[config.mk]
export PLATFORM = sky130hd
export DESIGN_NAME = boton_pulsos
export DESIGN_NICKNAME = d
export VERILOG_FILES = /design/src/rtl/boton_pulsos.sv
export SDC_FILE = /design/constraint.sdc
export NUM_CORES = 1
export LEC_CHECK = 0
export CORE_MARGIN = 2
export CORE_UTILIZATION = 63
export CTS_BUF_LIST = sky130_fd_sc_hd__clkbuf_16
export DETAILED_ROUTE_END_ITERATION = 12
export PLACE_DENSITY = 0.8
export SLEW_MARGIN = 20
export SYNTH_ARGS = -nofsm -noshare
export SYNTH_HDL_FRONTEND = slang
export SYNTH_SLANG_ARGS = --single-unit
export TNS_END_PERCENT = 30
[constraint.sdc]
create_clock -name clk -period 2.7 [get_ports clk]
set_clock_uncertainty 0.15 [all_clocks]
set_input_delay 0.54 -clock clk [delete_from_list [all_inputs] [get_ports clk]]
set_output_delay 0.54 -clock clk [all_outputs]
set_load 0.1 [all_outputs]
[src/rtl/boton_pulsos.sv]
// Two raw push-buttons to clean single-cycle count requests: 2-FF sync, debounce
// filter and per-button press FSM with optional auto-repeat. Index 1 = up, 0 = down.
//   state  | meaning
//   IDLE   | released, waiting for the debounced level to rise
//   HOLD   | pressed, first pulse issued, timing the auto-repeat delay
//   REPEAT | auto-repeating, one pulse every REPEAT_CYCLES
module boton_pulsos #(
  parameter int DEBOUNCE_CYCLES = 50000,
  parameter int HOLD_CYCLES     = 25000000,
  parameter int REPEAT_CYCLES   = 5000000,
  parameter bit REPEAT_EN       = 1'b1
) (
  input  logic       clk,
  input  logic       rst,
  input  logic       btn_up,
  input  logic       btn_down,
  output logic [1:0] sb,
  output logic [1:0] btn_level
);

  localparam int MAX_A = (DEBOUNCE_CYCLES > HOLD_CYCLES) ? DEBOUNCE_CYCLES : HOLD_CYCLES;
  localparam int MAX_C = (MAX_A > REPEAT_CYCLES) ? MAX_A : REPEAT_CYCLES;
  localparam int CW    = $clog2(MAX_C) + 1;

  localparam logic [CW-1:0] DB_LAST   = CW'(DEBOUNCE_CYCLES - 1);
  localparam logic [CW-1:0] HOLD_LAST = CW'(HOLD_CYCLES - 1);
  localparam logic [CW-1:0] REP_LAST  = CW'(REPEAT_CYCLES - 1);

  typedef enum logic [1:0] {
    IDLE   = 2'd0,
    HOLD   = 2'd1,
    REPEAT = 2'd2
  } state_t;

  logic [1:0] s1_q, s1_d;
  logic [1:0] s2_q, s2_d;
  logic [1:0] stable_q, stable_d;
  logic [1:0] sb_q, sb_d;
  logic [1:0] raw;
  logic [1:0][CW-1:0] cnt_q, cnt_d;
  logic [1:0][CW-1:0] tmr_q, tmr_d;
  state_t state_q [2];
  state_t state_d [2];

  always_comb begin
    s1_d     = {btn_up, btn_down};
    s2_d     = s1_q;
    stable_d = stable_q;
    cnt_d    = '0;
    tmr_d    = tmr_q;
    raw      = 2'b00;
    state_d[0] = state_q[0];
    state_d[1] = state_q[1];

    for (int b = 0; b < 2; b++) begin
      if (s2_q[b] != stable_q[b]) begin
        if (cnt_q[b] == DB_LAST) begin
          stable_d[b] = s2_q[b];
        end else begin
          cnt_d[b] = cnt_q[b] + CW'(1);
        end
      end

      // Release wins over any timer expiry, so no pulse is ever issued on release.
      case (state_q[b])
        IDLE: begin
          if (stable_q[b]) begin
            raw[b]     = 1'b1;
            tmr_d[b]   = '0;
            state_d[b] = HOLD;
          end
        end
        HOLD: begin
          if (!stable_q[b]) begin
            state_d[b] = IDLE;
          end else if (REPEAT_EN) begin
            if (tmr_q[b] == HOLD_LAST) begin
              raw[b]     = 1'b1;
              tmr_d[b]   = '0;
              state_d[b] = REPEAT;
            end else begin
              tmr_d[b] = tmr_q[b] + CW'(1);
            end
          end
        end
        REPEAT: begin
          if (!stable_q[b]) begin
            state_d[b] = IDLE;
          end else if (tmr_q[b] == REP_LAST) begin
            raw[b]   = 1'b1;
            tmr_d[b] = '0;
          end else begin
            tmr_d[b] = tmr_q[b] + CW'(1);
          end
        end
        default: state_d[b] = IDLE;
      endcase
    end

    sb_d = (raw == 2'b11) ? 2'b00 : raw;
  end

  always_ff @(posedge clk or negedge rst) begin
    if (!rst) begin
      s1_q       <= 2'b00;
      s2_q       <= 2'b00;
      stable_q   <= 2'b00;
      sb_q       <= 2'b00;
      cnt_q      <= '0;
      tmr_q      <= '0;
      state_q[0] <= IDLE;
      state_q[1] <= IDLE;
    end else begin
      s1_q       <= s1_d;
      s2_q       <= s2_d;
      stable_q   <= stable_d;
      sb_q       <= sb_d;
      cnt_q      <= cnt_d;
      tmr_q      <= tmr_d;
      state_q[0] <= state_d[0];
      state_q[1] <= state_d[1];
    end
  end

  assign sb        = sb_q;
  assign btn_level = stable_q;

endmodule

==> results.md <==
- Run status: complete, no violations
- CTS buffer count: 17
- Ant diodes: 0
- Worst rel slew slack: 60.1%
- Rows: 35
- Crit path buf inv count: 0
- Delay of the slowest critical-path stage: 480 ps
- Peak VDD IR: 0.505 mV
- Via Count: 4949
- CTS H-tree lvls: 4
- Gp weighted congestion: 0.858
- CTS clk-pin slew, worst paths: 50 ps
- Die area: 10400 sq um
- Worst hold start: s1_q[0]
- Top_reg_cell synth: dfrtp_1
- # nets final: 698
- Post-Syn Instances: 657
- Die Ht: 102 microns
- Max-Cap Viols: 0
- WS Path Type: reg2reg
- CTS tree: yes
- Fin. Hold Viols: 0
- Wirelength, routed: 13300 microns
- GRT Total Usage: 27.6%
- Vias in the first global route: 4957
- Critical Path RT: 2840 ps
- Initial Util: 65.3%
- Setup Slack @ Placement: 55.1 ps
- CP Launch Type: register
- Die Span X: 102 microns
- Post-synth EDFFs: 0
- Worst slew pin tran: 598 ps
- Hold crit path type: reg2reg
- Post-route design area: 6970 sq um
- Maximum clock frequency: 0.388 GHz
- Cell family with the largest share of critical-path delay: simple AND/OR/NAND/NOR gates
- Post-DR wirelength/cell: 16.2 microns
- Port bufs: 7
- DRT Pass-1 Iters: 5
- Global-route wire length before repair: 22600 microns
- Worst setup EP type: register
- Fin. max-slew vios: 0
- Avg Inst Size Synth: 9.23 sq um
- Number of nets with antenna violations after routing: 0
- Via density: 6.01
- Longest Clk Path Bufs: 2
- Mapped Nets: 673
- Sink Count: 116
- Seq/Total Area, Yosys: 47.9%
- Core Area: 9280 sq um
- Post-synth ARST share: 100%
- Final TNS setup: 0 ps
- Area growth syn-to-layout: 15.0%
- Post CTS Setup Buffer Count: 0
- Detail Placement HPWL: 8520 microns
- Clk root buf: clkbuf_16
- Final setup fails: 0
- Initial antenna violation count: 0
- Setup crit start: tmr_q[26]
- Register bit total from synthesis: 116
- Worst Path Arrival: 2720 ps
- Clk Latency, worst-skew pair: 410 ps
- Layout cell share with drive strength beyond 1: 9.06%
- I/O pin count: 8
- Fill count: 629
- PwrDens: 602 nW/um^2
- Fin crit period: 2580 ps
- Fin crit share: 95.5%
- RSZ-0062 raised after global routing: false
- Library cells used by synthesis: 49
- Placement Cell Area: 6330 sq um
- Leakage: 2.99 nW
- Grt total ovfl: 0
- R2r startpoint: tmr_q[26]
- CP max stage cell: or4_4
- DRT iter0 DRCs: 309
- Largest net degree at the start of global routing: 58
- Mapped cell area: 6070 sq um
- CP Cell Sequence: ha_1 -> and4_4 -> nand4_1 -> or4_4 -> a31o_2 -> a21o_1 -> a22o_1
- Final worst setup slack: 122 ps
- DRC Markers: 0
- Crit-path max FO: 17
- Synth warn: 0
==> through the flow <==
stage	std cells	util, %	total power [mW]	hold WS (ps)
floorplan	657	-	1.81	94.4
global placement	791	68.2	1.86	190
detailed placement	791	68.2	1.86	195
CTS	824	75.0	4.23	194
global route	824	75.1	4.34	210
finish	824	75.1	4.20	195
==> power by group <==
part / internal (mW) / switching [mW] / leakage (nW) / total [mW]
registers: 1.75 / 0.00926 / 1.61 / 1.76
logic: 0.0173 / 0.0518 / 1.07 / 0.0690
clock network: 1.61 / 0.762 / 0.309 / 2.37
==> worst register-to-register path, stage by stage, from the launching register on <==
cell,delay (ps)
dfrtp_1,390
ha_1,260
and4_4,270
nand4_1,130
or4_4,480
a31o_2,400
a21o_1,200
a22o_1,190
==> final cells by class <==
class                      instances  area (sq um)  area share [%]
timing repair buffer              25           208            2.98
clock buffer                      17           425            6.10
tap                              129           161            2.31
inverter                          18          67.6           0.969
multi-input combinational        504          3010            43.2
sequential                       116          2900            41.6
clock inverter                    15           195            2.80
==> per-layer routing <==
| metal | vias to the layer above | global-route usage (%) | part of all wire [%] |
|---|---|---|---|
| met2 | 149 | 47.0 | 50 |
| met3 | 25 | 5.81 | 4.8 |
| met4 | 0 | 10.7 | 1.6 |
| li1 | 2370 | - | - |
| met5 | - | 0 | 0 |
| met1 | 2405 | 34.6 | 44 |
==> synthesized netlist by cell type, types with 5 or more instances <==
library cell    n  share of area (%)
and2_1          8               0.83
nand4_1        32                3.3
a21o_1          9                1.1
nor4b_1         5               0.72
nor3_1         22                1.8
nor2_1        110                6.8
xor2_1         41                5.9
a21oi_1        13                1.1
a31oi_1         6               0.62
a22o_1         15                2.2
nand3_1        40                3.3
ha_1           12                2.5
or4_1           7               0.87
and3_1         12                1.2
dfrtp_1       116                 48
nor4_1          9               0.93
nand2_1        64                4.0
o21ai_0        24                2.0
inv_1          18                1.1
xnor2_1        26                3.8
clkbuf_1       13               0.80
and4_1          7                1.0
==> cell families after synthesis <==
group	after synthesis	share of synthesized area (%)
mux	3	0.536
simple gates	336	27.3
buf+inv	37	2.72
flops	116	47.9
xor+xnor	67	9.67
compound gates	86	9.43
fa+ha+maj	12	2.48
==> flip-flops by register name, summed over array words and instances, names as in the netlist <==
name       flops
cnt_q         52
tmr_q         52
state_q        4
btn_level      2
s1_q           2
s2_q           2
sb             2
==> placed cells by master (no fill, tap or decap), types with 4 or more instances in the layout <==
cell / n
inv_1: 20
dfrtp_1: 115
clkinv_1: 4
nor2b_1: 4
a31oi_1: 6
nor2_1: 110
and4_1: 7
o21ai_0: 23
a22o_1: 15
and2_1: 8
xnor2_1: 26
nand3_1: 40
and3_1: 12
nor3_1: 21
nor4_1: 9
xor2_1: 41
nand2_1: 63
nor4b_1: 5
a21o_1: 9
nand4_1: 32
or4_1: 7
o31ai_1: 4
ha_1: 12
clkbuf_16: 17
a21oi_1: 13
bufinv_16: 5
buf_4: 21
==> path summary, 6_finish.rpt <==
| kind | to | slack (ps) | cells past startpoint |
|---|---|---|---|
| setup / recovery | tmr_q[34] | 120 | 7 |
| hold / removal | s2_q[0] | 190 | 0 |
| setup reg to reg | tmr_q[34] | 120 | 7 |
| hold reg to reg | s2_q[0] | 190 | 0 |
| max in group asynchronous | tmr_q[22] | 1210 | 3 |
| min in group asynchronous | cnt_q[44] | 460 | 2 |
==> timing repair <==
| item | in CTS | in global routing |
|---|---|---|
| hold buffers | 1 | 0 |
| setup endpoints to repair | 0 | 39 |
| resized for setup | 0 | 5 |
| endpoints found under the hold margin | 29 | 0 |
No activity file was read; power rests on OpenSTA's default activity.
==> edit 1, RTL diff (same settings) <==
The parameter `REPEAT_EN` goes from 1'b1 to 1'b0.
--- a/src/rtl/boton_pulsos.sv
+++ b/src/rtl/boton_pulsos.sv
@@ -10,3 +10,3 @@
   parameter int REPEAT_CYCLES   = 5000000,
-  parameter bit REPEAT_EN       = 1'b1
+  parameter bit REPEAT_EN       = 1'b0
 ) (
Formal check against the unedited RTL: same outputs for any inputs over 10 cycles, from zero or initial values and one cycle with rst low; that may be too few to reach the edited logic, so the function may still have changed.
==> edit 1 against the original RTL <==
Wire length is 57% lower; core utilization is 1.3 points lower; worst setup slack better by 0.31 ns; hold slack worse by 0.15 ns; power is 53% lower; first-iteration DRC count is 52% lower; area after synthesis is 49% lower; cell area is 50% lower; sequential cell count is 54 lower; sequential power is 46% lower.
==> edit 1: results (changes against the original RTL) <==
Setup path:
- The arrival time at the worst endpoint is 2.37 ns (was 2.72 ns).
- The cell depth of the worst flop-to-flop path was 5 (was 7).
- The critical path's largest stage delay is 0.70 ns (was 0.48 ns).
- The slack of the worst reg-to-reg path is 0.43 ns (was 0.12 ns).
- The launching point of the worst reg2reg path is cnt_q[26] (was tmr_q[26]).
- The capturing instance or port of the critical path is cnt_q[50] (was tmr_q[34]).

Synthesis:
- Top cell types by occurrence after synthesis: dfrtp_1, nor2_1, a21oi_1 (was dfrtp_1, nor2_1, nand2_1).
- The synthesized net count was 309 (was 673).
- The sequential fraction of the synthesis area was 50.22% (was 47.85%).
- The number of distinct library cells after synthesis is 33 (was 49).

Detailed routing:
- The routed wire length on met3 is 251 um (was 645 um).
- The routed metal-1 wirelength is 2.692 mm (was 5.826 mm).
- The post-detailed-route wirelength per cell came to 15.15 um (was 16.19 um).
- The routed length on met2 is 2.700 mm (was 6.658 mm).
- The count of routing violations after the opening detailed-route iteration is 147 (was 309).
- The via-per-instance ratio is 6.016 (was 6.006).

Min path:
- The path category of the worst min-delay check is in2async (was reg2reg).

Run status:
- Result of the run: finished clean (unchanged).

STA:
- The transition time of the tightest slew-check pin is 0.5320 ns (was 0.5975 ns).

CTS:
- The H-tree depth came to 3 (was 4).
- The clock latency reported for the late side of the worst-skew pair was 0.33 ns (was 0.41 ns).
- The CTS buffer count is 9 (was 17).

GRT:
- The global-route total usage across every layer is 25.61% (was 27.57%).

Power and ir drop:
- The worst IR drop on VDD is 0.5029 mV (was 0.5050 mV).

Finish:
- The count of nets after finishing is 320 (was 698).
==> edit 1: changes by cell type in the layout (fill, tap and decap cells not counted), moves of 18 or more <==
cell	unedited run	this run
nor3_1	21	2
nor2_1	110	32
nand3_1	40	15
nand4_1	32	14
dfrtp_1	115	62
xor2_1	41	16
nand2_1	63	15
==> edit 1: report_power, final <==
part           leakage, nW  total (mW)  internal, mW  switching (mW)
Clock                0.126       0.980         0.601           0.379
Sequential           0.852       0.951         0.941         0.00959
Combinational        0.439      0.0602        0.0210          0.0391
==> edit 1: layout make-up <==
class                           count  area (um^2)
Inverter                           10        37.54
Tap cell                           67        83.83
Clock inverter                      6        30.03
Fill cell                         327         1237
Timing Repair Buffer               12        117.6
Clock buffer                        9        225.2
Multi-Input combinational cell    217         1440
Sequential cell                    62         1551
==> edit 1: worst reg2reg max path, cell delays in order, from the launching register on <==
cell and delay (ns):
dfrtp_1 0.39, ha_1 0.25, nand3_4 0.15, or4_1 0.70, or3_1 0.40, a21oi_1 0.15
==> edit 1: worst min-delay path by stage <==
stage | from | end | slack, ns | cells after the start
after detailed placement | s1_q[0] | s2_q[0] | 0.19 | 0
after global placement | s1_q[1] | s2_q[1] | 0.18 | 0
after global routing | rst | cnt_q[49] | 0.08 | 1
after CTS | rst | cnt_q[19] | 0.06 | 1
after floorplan | rst | btn_level[0] | 0.09 | 0
final | rst | cnt_q[47] | 0.04 | 1
==> edit 1: routing by layer <==
layer	vias to the layer above	GRT usage, %
met4	0	14.75
met2	52	35.71
met1	1112	36.49
met5	-	0
met3	15	6.504
li1	1125	-
==> edit 1: kinds of logic (layout without fill, tap and decap cells) <==
kind of cell    Yosys count  count (layout)  synth area share, %
compound gates           44              44                9.437
fa+ha+maj                 4               4                1.620
xor+xnor                 31              31                8.789
mux                       2               2               0.7290
simple gates            136             136                26.04
buf+inv                  22              37                3.159
flops                    62              62                50.22
==> edit 1: stage by stage <==
| stage | setup WS, ns | power (mW) | cells | cell area [um^2] | utilization (%) |
|---|---|---|---|---|---|
| after floorplan | 0.6003 | 0.9904 | 301 | 3089 | - |
| after global placement | 0.5174 | 1.025 | 368 | 3231 | 68.40 |
| after detailed placement | 0.4622 | 1.028 | 368 | 3231 | 68.40 |
| after CTS | 0.4266 | 2.006 | 383 | 3486 | 73.80 |
| after global routing | 0.3108 | 2.076 | 383 | 3486 | 73.80 |
| final | 0.4335 | 1.991 | 383 | 3486 | 73.80 |
==> edit 2, RTL diff (same settings) <==
Made on the original files. Make the reset (`rst`) synchronous in one clocked block.
--- a/src/rtl/boton_pulsos.sv
+++ b/src/rtl/boton_pulsos.sv
@@ -102,3 +102,3 @@
 
-  always_ff @(posedge clk or negedge rst) begin
+  always_ff @(posedge clk) begin
     if (!rst) begin
Formal check against the unedited RTL: same outputs for any inputs over 10 cycles, from zero or initial values and one cycle with rst low; that may be too few to reach the edited logic, so the function may still have changed.
==> edit 2 against the original RTL <==
Wire length fell by 14%; count of clock-buffer cells in the layout did not move; critical path type unchanged; sequential cell count did not move; sequential power fell by 2%; critical endpoint is now tmr_q[44]; worst setup slack improved by 0.037 ns; critical path depth did not move; area after synthesis fell by 11%; power rose by 1.8%; synthesized cell count fell by 4.3%; cell area fell by 11%; non-clock buffer count fell by 6.
==> edit 2: results (changes against the original RTL) <==
Synthesis:
- The number of distinct library cells after synthesis was 48 (was 49).
- The dominant cell by count in the synthesized netlist is nor2_1 (was dfrtp_1).
- The mux cell area share after synthesis came to 0.7428% (was 0.5363%).
- The share of flip-flops with an asynchronous set or reset was 0% (was 100.0%).
- The most used flip-flop cell after synthesis is dfxtp_1 (was dfrtp_1).
- Top cell types by occurrence after synthesis: nor2_1, dfxtp_1, xor2_1 (was dfrtp_1, nor2_1, nand2_1).
- The area share of fa/ha/maj cells after synthesis came to 2.786% (was 2.475%).
- The synthesized-area fraction occupied by ao, oa, aoi and oai cells is 3.900% (was 9.427%).
- The sequential fraction of the synthesis area is 43.08% (was 47.85%).
- The synthesized net count is 645 (was 673).
- The parity-gate share of the synthesized area counting xor and xnor cells was 14.95% (was 9.674%).

Power and ir drop:
- The standby leakage power is 2.169 nW (was 2.987 nW).
- The worst IR drop on VDD is 0.5122 mV (was 0.5050 mV).

Detailed routing:
- The vias after detailed routing is 4,447 (was 4,949).
- The count of routing violations after the opening detailed-route iteration came to 166 (was 309).
- The routed metal-1 wirelength is 5.105 mm (was 5.826 mm).
- The length of the first detailed-routing pass in iterations is 4 (was 5).

GRT:
- The pin count of the biggest net entering global routing was 27 (was 58).
- The met1 track demand over resource in global routing came to 30.69% (was 34.61%).
- The met3 track demand over resource in global routing is 7.060% (was 5.814%).
- The global-route total usage across every layer is 25.83% (was 27.57%).

Setup path:
- The launching point of the worst reg2reg path is tmr_q[47] (was tmr_q[26]).
- The cell with the biggest individual delay on the critical path is or4_1 (was or4_4).
- The end of the worst register-to-register path is tmr_q[44] (was tmr_q[34]).
- The cell type group with the largest total delay on the critical path is compound AO/OA/AOI/OAI gates (was simple AND/OR/NAND/NOR gates).

Finish:
- The fraction of layout instances using a drive strength above 1 is 8.775% (was 9.065%).

Placed design:
- The routability congestion estimate is 0.8764 (was 0.8577).
- The half-perimeter wire length after detailed placement is 7.098 mm (was 8.516 mm).
- The instance area after placement was 5568 um^2 (was 6329 um^2).

Min path:
- The hold path depth is 1 (was 0).
- The worst-case hold path end point is s2_q[0] (unchanged).

Run status:
- Result of the run: finished clean (unchanged).
-- edit 2: through the flow --
step	util [%]	setup slack, ns	hold slack [ns]	std cells
after global routing	75.47	0.02239	0.3083	766
after floorplan	-	0.04962	0.2619	629
after global placement	67.42	0.3788	0.2722	734
after detailed placement	67.42	0.3064	0.2827	734
final	75.47	0.1594	0.2950	766
after CTS	75.45	0.2003	0.2961	766
-- edit 2: power by group --
part	total [mW]	leakage (nW)	switching (mW)	internal, mW
registers	1.72	0.935	0.00225	1.72
logic	0.0393	0.901	0.0261	0.0132
clock network	2.52	0.334	0.796	1.72
-- edit 2: layout make-up --
type | count | area [um^2] | area share [%]
clock buffer | 17 | 425.4 | 6.826
clock inverter | 15 | 237.7 | 3.814
inverter | 20 | 75.07 | 1.205
multi-input combinational | 474 | 2889 | 46.36
sequential | 116 | 2323 | 37.28
tap | 105 | 131.4 | 2.108
timing repair buffer | 19 | 150.1 | 2.409
-- edit 2: cells by family (layout without fill, tap and decap cells) --
kind of cell	count (synthesis)	in the layout
AOI/OAI and AO/OA	34	34
xor gates and xnor gates	92	92
adders and majority gates	12	12
buffers and inverters	39	71
DFF	116	116
muxes	4	4
and+or+nand+nor	332	332
-- edit 2: worst max path at each step --
stage / from / endpoint / slack, ns / depth (start not counted)
floorplan: btn_level[1] / tmr_q[39] / 0.05 / 8
global placement: tmr_q[30] / tmr_q[51] / 0.38 / 6
detailed placement: tmr_q[0] / tmr_q[21] / 0.31 / 8
CTS: cnt_q[0] / cnt_q[25] / 0.20 / 6
global route: tmr_q[46] / tmr_q[44] / 0.02 / 7
finish: tmr_q[47] / tmr_q[44] / 0.16 / 7
-- edit 2: timing repair --
action                     in CTS  in global routing
setup endpoints to repair       0                 13
hold buffers                    0                  0
resized for setup               0                  1
